### config.mk
export PLATFORM = sky130hd
export DESIGN_NAME = posit_mult_sched
export DESIGN_NICKNAME = d
export VERILOG_FILES = /design/src/rtl/posit_mult_pkg.sv /design/src/rtl/posit_mult_rsp_fifo.sv /design/src/rtl/posit_mult_sched.sv
export SDC_FILE = /design/constraint.sdc
export NUM_CORES = 1
export LEC_CHECK = 0
export ABC_AREA = 1
export ABC_CLOCK_PERIOD_IN_PS = 5410
export BUFFER_PORTS_ARGS = -buffer_cell sky130_fd_sc_hd__buf_2
export CAP_MARGIN = 20
export CORE_UTILIZATION = 30
export CTS_BUF_LIST = sky130_fd_sc_hd__clkbuf_8
export DETAILED_ROUTE_END_ITERATION = 8
export PLACE_DENSITY = 0.48
export SLEW_MARGIN = 20
export SYNTH_ARGS = -nofsm -noshare
export SYNTH_HDL_FRONTEND = slang
export SYNTH_SLANG_ARGS = --single-unit
### constraint.sdc
create_clock -name clk_i -period 5.41 [get_ports clk_i]
set_clock_uncertainty 0.15 [all_clocks]
set_input_delay 0.2705 -clock clk_i [delete_from_list [all_inputs] [get_ports clk_i]]
set_output_delay 0.2705 -clock clk_i [all_outputs]
set_load 0.01 [all_outputs]
### src/rtl/posit_mult_pkg.sv
// Shared types and helpers for the posit multiplier scheduler.
package posit_mult_pkg;

  localparam int P_WIDTH = 8;
  localparam int P_NREQ  = 4;
  localparam int P_IDW   = $clog2(P_NREQ);

  typedef logic [P_IDW-1:0] id_t;

  // One response FIFO entry: who asked, and what came back.
  typedef struct packed {
    id_t                id;
    logic [P_WIDTH-1:0] res;
  } rsp_t;

  // One tag pipe stage: an op is in flight at this depth, and whose it is.
  typedef struct packed {
    logic vld;
    id_t  id;
  } tag_t;

  // Round-robin pointer after a grant to `cur`: the requester just past the winner.
  function automatic id_t rr_next(input id_t cur, input int unsigned nreq);
    if (int'(cur) >= int'(nreq) - 1) return '0;
    return cur + id_t'(1);
  endfunction

endpackage

### src/rtl/posit_mult_rsp_fifo.sv
// First-word fall-through response FIFO with an occupancy count.
// Push and pop in the same cycle are fine at any fill level. The caller
// guarantees it never pushes into a full FIFO.
module posit_mult_rsp_fifo
  import posit_mult_pkg::*;
#(
  parameter  int DEPTH = 4,
  localparam int CNTW  = $clog2(DEPTH + 1),
  localparam int PTRW  = (DEPTH > 1) ? $clog2(DEPTH) : 1
) (
  input  logic            clk_i,
  input  logic            rstn,
  input  logic            push_i,
  input  rsp_t            push_data_i,
  input  logic            pop_i,
  output logic            empty_o,
  output rsp_t            head_o,
  output logic [CNTW-1:0] count_o
);

  rsp_t            mem_q [DEPTH];
  logic [PTRW-1:0] wr_ptr_q, wr_ptr_d;
  logic [PTRW-1:0] rd_ptr_q, rd_ptr_d;
  logic [CNTW-1:0] count_q, count_d;
  logic            do_pop;

  function automatic logic [PTRW-1:0] ptr_inc(input logic [PTRW-1:0] p);
    return (int'(p) == DEPTH - 1) ? '0 : p + PTRW'(1);
  endfunction

  // Pointer and occupancy next state.
  always_comb begin
    // NOTE: every variable gets a value before any condition, so no latch can be inferred.
    do_pop   = pop_i && (count_q != '0);
    wr_ptr_d = wr_ptr_q;
    rd_ptr_d = rd_ptr_q;
    if (push_i) wr_ptr_d = ptr_inc(wr_ptr_q);
    if (do_pop) rd_ptr_d = ptr_inc(rd_ptr_q);
    count_d  = count_q + CNTW'(push_i) - CNTW'(do_pop);
  end

  // Pointer and occupancy registers.
  always_ff @(posedge clk_i or negedge rstn) begin
    // NOTE: state is updated with non-blocking assignments so every flop samples pre-edge values.
    if (!rstn) begin
      wr_ptr_q <= '0;
      rd_ptr_q <= '0;
      count_q  <= '0;
    end else begin
      wr_ptr_q <= wr_ptr_d;
      rd_ptr_q <= rd_ptr_d;
      count_q  <= count_d;
    end
  end

  // Storage array write.
  always_ff @(posedge clk_i) begin
    // NOTE: the array has no reset. Nothing reads an entry before it is written, and the head is gated while empty.
    if (push_i) mem_q[wr_ptr_q] <= push_data_i;
  end

  assign empty_o = (count_q == '0);
  assign head_o  = empty_o ? '0 : mem_q[rd_ptr_q];
  assign count_o = count_q;

endmodule

### src/rtl/posit_mult_sched.sv
// Shares one fixed-latency posit multiplier among NREQ requesters.
// Requesters are served round-robin. Operands are registered into the multiplier,
// and requester IDs ride a tag pipe that lines up with the multiplier results.
// Results are buffered in a response FIFO. A credit counter guarantees the FIFO
// never overflows, so the multiplier never has to stall.
// Optional feature macro: POSIT_MULT_SCHED_PERF_EN adds saturating issue and stall counters.
module posit_mult_sched
  import posit_mult_pkg::*;
#(
  parameter  int WIDTH = P_WIDTH,
  parameter  int NREQ  = P_NREQ,
  parameter  int LAT   = 3,
  parameter  int DEPTH = 4,
  localparam int IDW   = $clog2(NREQ)
) (
  input  logic                  clk_i,
  input  logic                  rstn,
  input  logic [NREQ-1:0]       req_vld_i,
  output logic [NREQ-1:0]       req_rdy_o,
  input  logic [NREQ*WIDTH-1:0] req_a_i,
  input  logic [NREQ*WIDTH-1:0] req_b_i,
  output logic                  mul_vld_o,
  output logic [WIDTH-1:0]      mul_a_o,
  output logic [WIDTH-1:0]      mul_b_o,
  input  logic                  mul_vld_i,
  input  logic [WIDTH-1:0]      mul_res_i,
  output logic                  rsp_vld_o,
  input  logic                  rsp_rdy_i,
  output logic [IDW-1:0]        rsp_id_o,
  output logic [WIDTH-1:0]      rsp_res_o,
  output logic                  busy_o,
`ifdef POSIT_MULT_SCHED_PERF_EN
  output logic [31:0]           perf_issue_o,
  output logic [31:0]           perf_stall_o,
`endif
  output logic                  err_o
);

  localparam int CW = $clog2(DEPTH + 1);

  id_t              ptr_q, ptr_d;
  logic [CW-1:0]    credits_q, credits_d;
  logic             mul_vld_q, mul_vld_d;
  logic [WIDTH-1:0] mul_a_q, mul_a_d;
  logic [WIDTH-1:0] mul_b_q, mul_b_d;
  tag_t             tag_q [LAT+1];
  tag_t             tag_d [LAT+1];
  logic             err_q, err_d;

  logic             grant_vld;
  id_t              grant_id;
  logic [NREQ-1:0]  grant_oh;
  int               idx;
  logic             pipe_push, pipe_mismatch, pop, tag_any;
  rsp_t             push_data, head;
  logic             fifo_empty;
  logic [CW-1:0]    fifo_count;

  // Arbitration: first valid requester at or after the pointer, while credits remain.
  always_comb begin
    grant_vld = 1'b0;
    grant_id  = '0;
    grant_oh  = '0;
    idx       = 0;
    if (credits_q != '0) begin
      for (int i = 0; i < NREQ; i++) begin
        idx = (int'(ptr_q) + i) % NREQ;
        if (!grant_vld && req_vld_i[idx]) begin
          grant_vld = 1'b1;
          grant_id  = id_t'(idx);
        end
      end
    end
    if (grant_vld) grant_oh[grant_id] = 1'b1;
  end

  assign pop = rsp_vld_o & rsp_rdy_i;

  // Pointer, issue register, tag pipe, credits and error next state.
  always_comb begin
    ptr_d     = grant_vld ? rr_next(grant_id, NREQ) : ptr_q;
    mul_vld_d = grant_vld;
    mul_a_d   = grant_vld ? req_a_i[int'(grant_id)*WIDTH +: WIDTH] : mul_a_q;
    mul_b_d   = grant_vld ? req_b_i[int'(grant_id)*WIDTH +: WIDTH] : mul_b_q;

    tag_d[0] = '{vld: grant_vld, id: grant_id};
    for (int k = 1; k <= LAT; k++) tag_d[k] = tag_q[k-1];

    // The last tag stage is in step with the multiplier's result valid.
    pipe_mismatch = tag_q[LAT].vld ^ mul_vld_i;
    pipe_push     = tag_q[LAT].vld & mul_vld_i;
    push_data     = '{id: tag_q[LAT].id, res: mul_res_i};

    err_d     = err_q | pipe_mismatch;
    credits_d = credits_q - CW'(grant_vld) + CW'(pop);

    tag_any = 1'b0;
    for (int k = 0; k <= LAT; k++) tag_any = tag_any | tag_q[k].vld;
  end

  // Scheduler state registers.
  always_ff @(posedge clk_i or negedge rstn) begin
    if (!rstn) begin
      ptr_q     <= '0;
      credits_q <= CW'(DEPTH);
      mul_vld_q <= 1'b0;
      mul_a_q   <= '0;
      mul_b_q   <= '0;
      err_q     <= 1'b0;
      for (int k = 0; k <= LAT; k++) tag_q[k] <= '0;
    end else begin
      ptr_q     <= ptr_d;
      credits_q <= credits_d;
      mul_vld_q <= mul_vld_d;
      mul_a_q   <= mul_a_d;
      mul_b_q   <= mul_b_d;
      err_q     <= err_d;
      for (int k = 0; k <= LAT; k++) tag_q[k] <= tag_d[k];
    end
  end

  posit_mult_rsp_fifo #(
    .DEPTH (DEPTH)
  ) u_rsp_fifo (
    .clk_i       (clk_i),
    .rstn        (rstn),
    .push_i      (pipe_push),
    .push_data_i (push_data),
    .pop_i       (pop),
    .empty_o     (fifo_empty),
    .head_o      (head),
    .count_o     (fifo_count)
  );

`ifdef POSIT_MULT_SCHED_PERF_EN
  logic [31:0] perf_issue_q, perf_issue_d;
  logic [31:0] perf_stall_q, perf_stall_d;

  // Saturating counts of grants, and of cycles with requests pending but no grant.
  always_comb begin
    perf_issue_d = perf_issue_q;
    perf_stall_d = perf_stall_q;
    if (grant_vld && (perf_issue_q != '1)) perf_issue_d = perf_issue_q + 32'd1;
    if ((|req_vld_i) && !grant_vld && (perf_stall_q != '1)) perf_stall_d = perf_stall_q + 32'd1;
  end

  // Performance counter registers.
  always_ff @(posedge clk_i or negedge rstn) begin
    if (!rstn) begin
      perf_issue_q <= '0;
      perf_stall_q <= '0;
    end else begin
      perf_issue_q <= perf_issue_d;
      perf_stall_q <= perf_stall_d;
    end
  end

  assign perf_issue_o = perf_issue_q;
  assign perf_stall_o = perf_stall_q;
`endif

  assign req_rdy_o = grant_oh;
  assign mul_vld_o = mul_vld_q;
  assign mul_a_o   = mul_a_q;
  assign mul_b_o   = mul_b_q;
  assign rsp_vld_o = !fifo_empty;
  assign rsp_id_o  = head.id;
  assign rsp_res_o = head.res;
  assign busy_o    = mul_vld_q | tag_any | (fifo_count != '0);
  assign err_o     = err_q;

endmodule

[Yosys cells after proc, flatten, opt, wreduce, memory -nomap -nowiden]
Memory sizes are Yosys's and may differ from the RTL's.
Index checks and enable logic that the tools add are counted.
Word-level totals
  RAM bits: 40
  input bits: 80
  logic and storage cells: 100
  output and inout port bits: 34
  memories: 1
  register bits: 41
Memory list
  u_rsp_fifo.mem_q: depth 4, width 10, read ports 1, clocked after Yosys merged registers in 0, wr ports 1, RTL line posit_mult_rsp_fifo.sv:21  | rsp_t mem_q [DEPTH];
Cells by class
  bitwise gates (word level): 12
  reduce and logical (&&, ||, !) cells: 15
  magnitude comparators: 7
  shifts and indexed selects: 2
  $add $sub $neg: 10
  eq/ne operators: 2
  muxes and demuxes: 35
Operators with widths (count)
  $shiftx 32x6->8: 2
  $mux 1: 19
  $mux 2: 9
  $lt 3x4->1 const B: 3
  $mux 10: 1
  $add 2x1->2 const B: 4
  $bmux 1 s2: 4
  $add 3x1->3: 2
  $lt 2x3->1 const B: 2
  $or 1x1->1: 6
  $reduce_bool 3->1: 2
  $reduce_or 2->1: 3
  $sub 3x1->3: 2
  $logic_and 1x1->1: 5
  $add 2x2->2 const B: 2
  $eq 2x1->1 const B: 2
  $logic_not 1->1: 4
  $mux 4: 1
  $and 1x1->1 const A: 3
  $logic_not 3->1: 1
  $and 1x1->1: 2
  $demux 1 s2: 1
  $ge 2x1->1 const B: 1
  $ge 2x2->1 const B: 1
  $xor 1x1->1: 1

[Longest topological paths before layout]
Gate-level depths: netlist (run 1).
  depth in word-level cells: 22
  mapped depth: 16

[By module]
A second synthesis (run 1) with hierarchy kept.
Unflattened totals
  cells, all modules: 587
  area total of the unflattened synthesis: 4659.5 µm²
By module, submodules not included
  posit_mult_sched: cells an instance 377, area each 2537.4 µm², times used 1
  posit_mult_rsp_fifo: cells an instance 210, area each 2122.0 µm², times used 1

[Worst setup path after synthesis (run 1)]
Ideal clock, no wire load.
  path kind: reg2reg
  from: reg credits_q[1]
  to: reg credits_q[2]
  arrival: 2.487 ns
  cell stages (with the launch flop): 12
  setup slack: 2.698 ns
  required time: 5.185 ns
  path buffers: 2
  clock period less this slack: 2.712 ns
  cell sequence: dfrtp_1 > or3_1 > buf_1 > nand2_1 > inv_2 > buf_2 > ha_1 > inv_1 > ha_1 > fa_1 > xnor2_1 > xor2_1
On the way
  cells in the longest elaborated chain, start to end: 4
Ends and longest elaborated chain
  from (decl): RTL line posit_mult_sched.sv:42  | logic [CW-1:0] credits_q, credits_d;
  from (signal assigned): RTL line posit_mult_sched.sv:105  | credits_q <= CW'(DEPTH);
  from (signal assigned): RTL line posit_mult_sched.sv:113  | credits_q <= credits_d;
  $reduce_bool 3->1: RTL line posit_mult_sched.sv:65  | if (credits_q != '0) begin
  $mux 1: RTL line posit_mult_sched.sv:65
  via grant_vld: RTL line posit_mult_sched.sv:50  | logic grant_vld;
  $sub 3x1->3: RTL line posit_mult_sched.sv:95  | credits_d = credits_q - CW'(grant_vld) + CW'(pop);
  $add 3x1->3: RTL line posit_mult_sched.sv:95
  via credits_d[2]: RTL line posit_mult_sched.sv:42
The timed path passes the listed nets, and every way through them passes these cells.
A chain may end at the register's enable or synchronous reset.

[Worst setup path after layout (run 1)]
  from: reg ptr_q[0]
  to: reg credits_q[2]
On the way
  cells in the longest elaborated chain, start to end: 18
Ends and longest elaborated chain
  from (decl): RTL line posit_mult_sched.sv:41  | id_t ptr_q, ptr_d;
  from (signal assigned): RTL line posit_mult_sched.sv:112  | ptr_q <= ptr_d;
  parallel branches: the longest is 14 deep, another holds $add 2x1->2
  $mux 1 *: RTL line posit_mult_sched.sv:68  | if (!grant_vld && req_vld_i[idx]) begin
  $mux 1 *: RTL line posit_mult_sched.sv:65
  $sub 3x1->3 *: RTL line posit_mult_sched.sv:95
  $add 3x1->3 *: RTL line posit_mult_sched.sv:95
  via credits_d[2]: RTL line posit_mult_sched.sv:42
Mark *: on every way through the listed nets, which the timed path passes. The select of a mux whose other input is x is not followed.

==> results of run 1 <==
-- state kept, by name, summed over array words and instances, names as in the netlist --
register,cells
credits_q,3
err_o,1
mul_a_o,8
mul_b_o,8
ptr_q,2
push_data,2
tag_d,9
tag_q,1
u_rsp_fifo.count_o,3
u_rsp_fifo.mem_q,40
u_rsp_fifo.rd_ptr_q,2
u_rsp_fifo.wr_ptr_q,2
-- cells by family (layout without fill, tap and decap cells) --
logic type | after synthesis | in the layout | synth area share (%)
XOR/XNOR | 4 | 4 | 0.792
buffers and inverters | 126 | 241 | 11.8
adder cells (fa/ha/maj) | 16 | 16 | 4.86
AO/OA/AOI/OAI | 38 | 38 | 4.33
flip-flops | 81 | 81 | 50.4
AND/OR/NAND/NOR | 272 | 272 | 27.8
-- timing repair --
action                                  CTS  global route
endpoints found under the setup margin    0             0
endpoints found under the hold margin    72             0
hold buffers                              9             0
-- synthesized netlist by cell type (3+ instances only) --
cell type,n
sky130_fd_sc_hd__a21oi_1,11
sky130_fd_sc_hd__buf_2,8
sky130_fd_sc_hd__buf_6,5
sky130_fd_sc_hd__clkbuf_1,12
sky130_fd_sc_hd__dfrtp_1,40
sky130_fd_sc_hd__edfxtp_1,40
sky130_fd_sc_hd__ha_1,14
sky130_fd_sc_hd__inv_1,96
sky130_fd_sc_hd__inv_2,3
sky130_fd_sc_hd__nand2_1,139
sky130_fd_sc_hd__nand2_2,5
sky130_fd_sc_hd__nand3_1,35
sky130_fd_sc_hd__nand3_2,4
sky130_fd_sc_hd__nand4_1,32
sky130_fd_sc_hd__nor2_1,48
sky130_fd_sc_hd__o21ai_0,25
-- layer usage --
layer,up-vias,share of wire (%),track usage (%)
met5,-,0,0
met4,0,1.5,5.35
met3,10,5.6,3.60
met2,130,45,23.0
met1,1644,48,20.2
li1,1918,-,-
-- cell type report --
cell class	count	area, µm²
Clock inverter	7	65.1
Sequential cell	81	2230
Clock buffer	9	124
Tap cell	184	230
Multi-Input combinational cell	330	1670
Fill cell	1534	9100
Timing Repair Buffer	125	681
Inverter	100	378
-- where the power goes --
| part | switching [W] | leakage [nW] | internal, W |
|---|---|---|---|
| clock network | 0.000214 | 0.106 | 0.000210 |
| registers | 0.000148 | 0.844 | 0.000894 |
| logic | 0.00139 | 1.88 | 0.000709 |
| total | 0.00175 | 2.83 | 0.00181 |
-- metrics by stage --
step	std cells	hold slack (ns)	utilization [%]	cell area [µm²]
after floorplan	537	-0.175	-	4420
after global placement	811	0.184	35.2	5100
after detailed placement	811	0.185	35.2	5100
after CTS	836	0.0712	37.1	5380
after global routing	836	0.0939	37.2	5380
final	836	0.0913	37.2	5380
-- final timing paths --
check | slack, ns | depth (start not counted) | endpoint | start
max | 1.70 | 14 | credits_q[2] | ptr_q[0]
min | 0.09 | 3 | err_o | mul_vld_i
max reg2reg | 1.70 | 14 | credits_q[2] | ptr_q[0]
min reg2reg | 0.20 | 0 | tag_d[4] | tag_d[7]
max in group asynchronous | 4.40 | 2 | u_rsp_fifo.count_o[1] | rstn
min in group asynchronous | 0.31 | 2 | tag_d[0] | rstn
-- worst max-delay path, stage by stage, from the launching register on --
cell and delay [ns]:
sky130_fd_sc_hd__dfrtp_1 0.55, sky130_fd_sc_hd__inv_2 0.14, sky130_fd_sc_hd__nand2_1 0.10, sky130_fd_sc_hd__nand2_2 0.08, sky130_fd_sc_hd__nand2_1 0.09, sky130_fd_sc_hd__o21ai_1 0.09, sky130_fd_sc_hd__nand3b_1 0.16, sky130_fd_sc_hd__nand2_1 0.56
sky130_fd_sc_hd__inv_2 0.33, sky130_fd_sc_hd__ha_1 0.38, sky130_fd_sc_hd__inv_1 0.05, sky130_fd_sc_hd__ha_1 0.19, sky130_fd_sc_hd__fa_1 0.37, sky130_fd_sc_hd__xnor2_1 0.17, sky130_fd_sc_hd__xor2_1 0.21
==> impl_metrics.toml, run 1 <==
[outcome]
status = "finished, final reports clean"

[critical_path]
critical_path_required_ns = 5.52
arrival_ns = 3.83
cp-start-kind = "flip-flop"
worstPathMaxFanout = 22
setup.worst_path.class = "flip-flop to flip-flop"
cp-end-kind = "flip-flop"

[sta]
tightestPinTransition_ns = 0.772
fmaxAchievable_mhz = 269
finalMaxSlewViolations = 0
finalWorstSetupSlack_ns = 1.70
setup_viol = 0
grt_setup_unrepaired = "false"
timing.final.crit_period_ns = 3.71
final_sum_of_negative_setup_slack_ns = 0
finalCritPeriodShare_pct = 68.7
max_slew_margin_pct = 48.6
finalHoldViolCount = 0

[final_layout]
layout.cells.most_common = "sky130_fd_sc_hd__nand2_1"
antennaDiodeCount = 0
final_layout_size_suffix_gt1_share_pct = 22.9
most-common-layout-cells = "139 x sky130_fd_sc_hd__nand2_1, 112 x sky130_fd_sc_hd__buf_2, 98 x sky130_fd_sc_hd__inv_1"
nNetsFinal = 743
synthToLayoutAreaGrowth_pct = 21.6

[hold_path]
class_of_the_tightest_hold_or_removal_check = "input pin to flip-flop"

[power]
ir_drop_mv = 0.323
leakage_nw = 2.83
power.density_mw_per_mm2 = 663
finalPower_w = 0.00357

[synthesis]
yosys.cell_types.count = 32
synth_top_area_cell = "sky130_fd_sc_hd__edfxtp_1"
synth.cell_area_mm2 = 0.00442
synth.avg_cell_area_um2 = 8.24
synth_top_area_share_pct = 27.1
syn-instance-count = 537
synth_edf_count = 40
syn_nets = 633
synth-main-ff-cell = "sky130_fd_sc_hd__edfxtp_1"
netlist_top_cells_area = "sky130_fd_sc_hd__edfxtp_1 27%, sky130_fd_sc_hd__dfrtp_1 23%, sky130_fd_sc_hd__nand2_1 12%, sky130_fd_sc_hd__inv_1 8.1%, sky130_fd_sc_hd__nand4_1 4.5%"
synth.ff_latch_count = 81
synth_seq_area_share_pct = 50.4
synth-async-reset-ratio_pct = 50.6
synthesis.yosys.warnings = 0

[drt]
dr.pass1.iters = 4
antenna_violating_nets_post_route = 0
finalWirelength_um = 10800
wl_per_cell_um = 12.9
post-route-drc-count = 0
detailroute.via_count = 3702
viasPerCell = 4.43
dr.first_iter.drc_count = 217

[global_route]
number_of_antenna_violations_at_the_first_check_in_global_routing = 0
grt_max_degree = 42
first_global_vias = 3556
grt_pass1_wl_um = 17500
globalRouteOverflowTotal = 0
grt_usage_pct = 14.9

[cts]
clockRootBuffer = "sky130_fd_sc_hd__clkbuf_8"
cts_inserted_buffers = 9
cts.htree.levels = 3
cts_resized = 0
post-cts-setup-buffer-count = 0
clock_pin_slew_on_the_worst_setup_and_hold_paths_ns = 0.08
cts-root-to-sink-buffers = 2
sink_count = 81
clock_tree_from_tritoncts = "done"
clock_insertion_delay_worst_skew_ns = 0.34

[floorplanning]
core_area_mm2 = 0.0145
fp.dieW_um = 123
initial_core_util_pct = 30.6
area_of_the_die_mm2 = 0.0152
placementRows = 44
ioPinCount = 114
die_h_um = 123

[placed_design]
detailedPlacementHpwl_um = 7620
place_congestion = 0.886
port_buffers = 113
post-place-ws_ns = 1.71

[run]
drv_cap = 0
Power figures use the tool's default switching activity.
==> run 2: changes to the inputs <==
--- a/config.mk
+++ b/config.mk
@@ -6,13 +6,13 @@
 export NUM_CORES = 1
 export LEC_CHECK = 0
 export ABC_AREA = 1
-export ABC_CLOCK_PERIOD_IN_PS = 5410
+export ABC_CLOCK_PERIOD_IN_PS = 3080
 export BUFFER_PORTS_ARGS = -buffer_cell sky130_fd_sc_hd__buf_2
 export CAP_MARGIN = 20
 export CORE_UTILIZATION = 30
 export CTS_BUF_LIST = sky130_fd_sc_hd__clkbuf_8
 export DETAILED_ROUTE_END_ITERATION = 8
-export PLACE_DENSITY = 0.48
+export PLACE_DENSITY = 0.5
 export SLEW_MARGIN = 20
 export SYNTH_ARGS = -nofsm -noshare
 export SYNTH_HDL_FRONTEND = slang
==> constraint.sdc (replaced) <==
create_clock -name clk_i -period 3.08 [get_ports clk_i]
set_clock_uncertainty 0.15 [all_clocks]
set_input_delay 0.154 -clock clk_i [delete_from_list [all_inputs] [get_ports clk_i]]
set_output_delay 0.154 -clock clk_i [all_outputs]
set_load 0.01 [all_outputs]
==> run 2 against run 1 <==
Against the previous run: combinational power increased by 89%; final cell count increased by 1.1%; critical path depth decreased by 1; final area increased by 2.6%; first-iteration DRC count decreased by 9.7%; sequential share of layout area decreased by 1.0 points; register-to-register slack got worse by 1.3 ns; via count increased by 2.6%; clock-buffer cell count unchanged; largest power group unchanged; non-clock buffer count increased by 6; global-route usage increased by 0.17 points; clock power increased by 110%.
==> impl_metrics.toml, run 2 (same netlist as run 1, synthesis figures left out) <==
[floorplanning]
die_h_um = 123
placementRows = 44
ioPinCount = 114
fp.dieW_um = 123
area_of_the_die_mm2 = 0.0152
initial_core_util_pct = 30.6
core_area_mm2 = 0.0145

[cts]
cts.htree.levels = 3
sink_count = 81
clock_insertion_delay_worst_skew_ns = 0.35
cts_inserted_buffers = 9
cts-root-to-sink-buffers = 2
clockRootBuffer = "sky130_fd_sc_hd__clkbuf_8"
clock_pin_slew_on_the_worst_setup_and_hold_paths_ns = 0.09
clock_tree_from_tritoncts = "done"

[placed_design]
place_congestion = 0.890
detailedPlacementHpwl_um = 7600
port_buffers = 113
post-place-ws_ns = 0.268

[critical_path]
reg2reg_to = "credits_q[2]"
critical_path_required_ns = 2.78
setup.worst_path.class = "flip-flop to output port"
regToRegSetupSlack_ns = 0.35
critical_path.endpoint = "req_rdy_o[3]"
worstPathMaxFanout = 17
cp-end-kind = "output port"
worstPathBufferInverterCount = 4
cp-start-kind = "flip-flop"
worstPathCellList = "inv_4 > nand2_1 > nand3_2 > nand2_2 > nor2_4 > nand3_4 > nand2_8 > nand3_4 > inv_1 > ha_1 > inv_1 > nor2_1 > buf_2"
critPathMaxStageDelay_ns = 0.51
rr_worst_depth = 14
worst_path_dominant_cell_family = "simple AND/OR/NAND/NOR gates"
regToRegStartpoint = "ptr_q[0]"
critPathLaunch = "ptr_q[0]"
worst_path_max_delay_cell = "sky130_fd_sc_hd__dfrtp_2"
crit_cells = 13
arrival_ns = 2.51

[drt]
wl_per_cell_um = 13.1
dr.first_iter.drc_count = 196
post-route-drc-count = 0
dr.pass1.iters = 4
finalWirelength_um = 11000
antenna_violating_nets_post_route = 0
viasPerCell = 4.50
detailroute.via_count = 3799

[hold_path]
class_of_the_tightest_hold_or_removal_check = "input pin to flip-flop"

[final_layout]
fill_cells = 1485
largest-register = "u_rsp_fifo.mem_q"
multi_input_area_mm2 = 0.00172
footprint_of_the_flip_flops_and_latches_mm2 = 0.00223
largest_reg_flops = 40
synthToLayoutAreaGrowth_pct = 24.7
final_layout_size_suffix_gt1_share_pct = 24.5
nNetsFinal = 751
layout.cells.most_common = "sky130_fd_sc_hd__nand2_1"
most-common-layout-cells = "139 x sky130_fd_sc_hd__nand2_1, 112 x sky130_fd_sc_hd__buf_2, 96 x sky130_fd_sc_hd__inv_1"

[global_route]
grt_pass1_wl_um = 17500
first_global_vias = 3747
globalRouteOverflowTotal = 0
grt_max_degree = 42
number_of_antenna_violations_at_the_first_check_in_global_routing = 0
grt_usage_pct = 15.1

[sta]
finalWorstSetupSlack_ns = 0.263
fmaxAchievable_mhz = 355
finalHoldViolCount = 0
final_sum_of_negative_setup_slack_ns = 0
hold-worst-slack_ns = 0.00314
finalCritPeriodShare_pct = 91.5
max_slew_margin_pct = 61.5
timing.final.crit_period_ns = 2.82
finalMaxSlewViolations = 0
grt_setup_unrepaired = "false"
setup_viol = 0
tightestPinTransition_ns = 0.577

[power]
leakage_nw = 2.88
ir_drop_mv = 0.532
power.density_mw_per_mm2 = 1200

[run]
drv_cap = 0

[outcome]
status = "finished, final reports clean"
==> run 2: how the worst min path moves through the flow <==
stage | cells past startpoint | startpoint | slack [ns] | to
6_report | 3 | mul_vld_i | 0.003 | err_o
2_1_floorplan | 0 | rstn | -0.29 | credits_q[0]
3_3_place_gp | 0 | tag_d[7] | 0.18 | tag_d[4]
5_1_grt | 3 | mul_vld_i | 0.01 | err_o
4_1_cts | 3 | mul_vld_i | 0.008 | err_o
3_5_place_dp | 0 | tag_d[7] | 0.18 | tag_d[4]
==> run 2: layout make-up <==
type / instances / share of cell area, %
Inverter: 100 / 6.94
Clock inverter: 7 / 1.84
Tap cell: 184 / 4.17
Timing Repair Buffer: 131 / 13.2
Sequential cell: 81 / 40.4
Clock buffer: 9 / 2.24
Multi-Input combinational cell: 332 / 31.2
Antenna cell: 1 / 0.0454
==> run 2: what timing repair did <==
action / CTS / global route
endpoints found under the setup margin: 3 / 4
endpoints found under the hold margin: 72 / 0
gates cloned: 0 / 2
hold buffers: 9 / 0
pin swaps: 0 / 3
setup buffers: 0 / 1
gates resized for setup: 1 / 7
==> run 2: tightest hold or removal path, cell delays in order <==
cell and delay, ns:
sky130_fd_sc_hd__buf_2 0.08, sky130_fd_sc_hd__ha_1 0.14, sky130_fd_sc_hd__or2_2 0.10
==> run 2: where the power goes <==
group | switching, W | leakage [nW] | internal [W] | total, W
Sequential | 0.000196 | 0.843 | 0.00157 | 0.00177
Combinational | 0.00260 | 1.92 | 0.00136 | 0.00396
Clock | 0.000410 | 0.112 | 0.000466 | 0.000876
==> run 2: per-stage QoR <==
stage          util, %  cells  area, µm²  total power (W)
2_1_floorplan        -    537       4420          0.00465
3_3_place_gp      35.5    816       5130          0.00553
3_5_place_dp      35.5    816       5130          0.00563
4_1_cts           37.7    841       5460          0.00656
5_1_grt           38.1    844       5520          0.00731
6_report          38.1    845       5520          0.00660
==> run 2: routing by layer <==
| layer | track usage, % | routed length (µm) | up-vias |
|---|---|---|---|
| li1 | - | - | 1934 |
| met1 | 18.7 | 4820 | 1701 |
| met2 | 25.4 | 5280 | 151 |
| met3 | 3.04 | 731 | 13 |
| met4 | 6.40 | 202 | 0 |
| met5 | 0 | 0 | - |
==> run 3: changes to the inputs <==
--- a/config.mk
+++ b/config.mk
@@ -7,12 +7,12 @@
 export LEC_CHECK = 0
 export ABC_AREA = 1
 export ABC_CLOCK_PERIOD_IN_PS = 3080
-export BUFFER_PORTS_ARGS = -buffer_cell sky130_fd_sc_hd__buf_2
 export CAP_MARGIN = 20
-export CORE_UTILIZATION = 30
+export CORE_UTILIZATION = 42
 export CTS_BUF_LIST = sky130_fd_sc_hd__clkbuf_8
 export DETAILED_ROUTE_END_ITERATION = 8
-export PLACE_DENSITY = 0.5
+export DONT_BUFFER_PORTS = 1
+export PLACE_DENSITY = 0.57
 export SLEW_MARGIN = 20
 export SYNTH_ARGS = -nofsm -noshare
 export SYNTH_HDL_FRONTEND = slang
==> run 3 against run 2 <==
Against the previous run: hold slack improved by 0.0095 ns; non-clock buffer count decreased by 77; register-to-register slack worse by 0.11 ns; setup slack worse by 0.026 ns; clock-buffer cell count unchanged; utilization increased by 13 points; final cell count fell by 15%; first-iteration DRC count rose by 17%; critical endpoint unchanged; largest power group unchanged.
==> impl_metrics.toml, run 3 (same netlist as run 1, synthesis figures left out) <==
[outcome]
status = "finished, final reports clean"

[critical_path]
critical_path_required_ns = 2.78
regToRegSetupSlack_ns = 0.24
setup.worst_path.class = "flip-flop to output port"
cp-end-kind = "output port"
cp-start-kind = "flip-flop"
worstPathMaxFanout = 17
worst_path_dominant_cell_family = "simple AND/OR/NAND/NOR gates"
worst_path_max_delay_cell = "sky130_fd_sc_hd__dfrtp_2"
worstPathCellList = "inv_2 > nand2_1 > nand2_2 > nand2_1 > o21ai_1 > nand3_4 > nand2_8 > nand3_4 > inv_1 > ha_1 > inv_1 > nor2_1"
critPathMaxStageDelay_ns = 0.50
arrival_ns = 2.54
worstPathBufferInverterCount = 3

[final_layout]
final_layout_size_suffix_gt1_share_pct = 8.92
antennaDiodeCount = 0
nNetsFinal = 674
largest-register = "u_rsp_fifo.mem_q"
footprint_of_the_flip_flops_and_latches_mm2 = 0.00223
largest_reg_flops = 40
synthToLayoutAreaGrowth_pct = 18.7
most-common-layout-cells = "139 x sky130_fd_sc_hd__nand2_1, 96 x sky130_fd_sc_hd__inv_1, 47 x sky130_fd_sc_hd__nor2_1"
fin_area_mm2 = 0.00525
fill_cells = 953
multi_input_area_mm2 = 0.00172
layout.cells.most_common = "sky130_fd_sc_hd__nand2_1"

[drt]
wl_per_cell_um = 14.3
post-route-drc-count = 0
met2_length_um = 5180
dr.first_iter.drc_count = 230
finalWirelength_um = 10300
detailroute.via_count = 3589
antenna_violating_nets_post_route = 0
viasPerCell = 4.99
m1WireLength_um = 4390
top_layer = "met4"
route.met3.wl_um = 586
dr.pass1.iters = 4

[cts]
cts_inserted_buffers = 9
clock_insertion_delay_worst_skew_ns = 0.35
clock_pin_slew_on_the_worst_setup_and_hold_paths_ns = 0.09
cts.htree.levels = 3
clock_tree_from_tritoncts = "done"
clockRootBuffer = "sky130_fd_sc_hd__clkbuf_8"
sink_count = 81
cts-root-to-sink-buffers = 2

[global_route]
number_of_antenna_violations_at_the_first_check_in_global_routing = 0
globalRouteOverflowTotal = 0
first_global_vias = 3455
grt_pass1_wl_um = 16800
grt_max_degree = 42
grt_usage_pct = 19.4

[sta]
tightestPinTransition_ns = 0.550
finalMaxSlewViolations = 0
setup_viol = 0
timing.final.crit_period_ns = 2.84
max_slew_margin_pct = 63.3
grt_setup_unrepaired = "false"
finalHoldViolCount = 0
final_sum_of_negative_setup_slack_ns = 0
fmaxAchievable_mhz = 352
finalCritPeriodShare_pct = 92.3

[placed_design]
place_congestion = 0.842
placed_area_mm2 = 0.00450
detailedPlacementHpwl_um = 6600
port_buffers = 0

[power]
power.density_mw_per_mm2 = 1240
leakage_nw = 2.59
ir_drop_mv = 0.612

[floorplanning]
placementRows = 37
die_h_um = 105
core_area_mm2 = 0.0103
fp.dieW_um = 105
initial_core_util_pct = 43.0
ioPinCount = 114
area_of_the_die_mm2 = 0.0109

[run]
drv_cap = 0

[hold_path]
class_of_the_tightest_hold_or_removal_check = "input pin to flip-flop"
==> run 3: cell count changes in the layout (fill, tap and decap cells not counted), sizes merged <==
cell,change
buf,-109
clkinvlp,-1
diode,-1
dlygate4sd3,+32
inv,+1
==> run 3: final timing paths <==
| check | endpoint | cells after the start | from |
|---|---|---|---|
| worst min-delay path | mul_a_o[5] | 6 | req_a_i[5] |
| worst min register to register | tag_d[1] | 0 | tag_d[4] |
| worst max register to register | mul_a_o[4] | 14 | ptr_q[0] |
| worst max-delay path | req_rdy_o[3] | 12 | ptr_q[0] |
| max in group asynchronous | credits_q[2] | 2 | rstn |
| min in group asynchronous | u_rsp_fifo.rd_ptr_q[1] | 2 | rstn |
==> run 3: area by class of cell <==
cell class              instances  area share (%)
repair buffers                 54            9.91
multi-input cells             332            32.7
clock inverters                 7            2.07
well taps                     136            3.24
clock buffers                   9            2.36
inverters                     100            7.24
flip-flops and latches         81            42.5
==> run 3: per-layer routing <==
layer  global-route usage [%]  vias up
met5                        0        -
met4                     6.14        0
met3                     3.93       11
met2                     33.4      141
met1                     24.4     1659
li1                         -     1778
==> run 3: timing repair <==
action	CTS	global route
setup buffers	0	5
cloned	1	1
hold buffers	42	0
endpoints found under the setup margin	2	6
endpoints found under the hold margin	88	0
pin swaps	1	1
gates resized for setup	0	6
==> run 3: stage by stage <==
| stage | cells | worst slack, ns | hold slack, ns | total power (W) | util [%] |
|---|---|---|---|---|---|
| floorplan | 537 | 0.368 | -0.292 | 0.00465 | - |
| global placement | 654 | 0.345 | -0.290 | 0.00518 | 43.8 |
| detailed placement | 654 | 0.275 | -0.290 | 0.00527 | 43.8 |
| CTS | 713 | 0.0256 | 0.00132 | 0.00634 | 50.4 |
| global route | 719 | 0.0318 | 0.0264 | 0.00713 | 51.1 |
| finish | 719 | 0.237 | 0.0126 | 0.00651 | 51.1 |
==> run 3: power by group <==
group | internal, W | leakage (nW) | switching [W] | total [W]
Sequential | 0.00157 | 0.843 | 0.000307 | 0.00188
Combinational | 0.00129 | 1.63 | 0.00245 | 0.00373
Clock | 0.000475 | 0.118 | 0.000423 | 0.000898
==> run 3: worst register-to-register path, delay by kind of cell (launching register included) <==
kind,cells,cell delay [ns]
flops,1,0.50
simple gates,10,0.95
compound gates,1,0.07
buf+inv,3,1.06
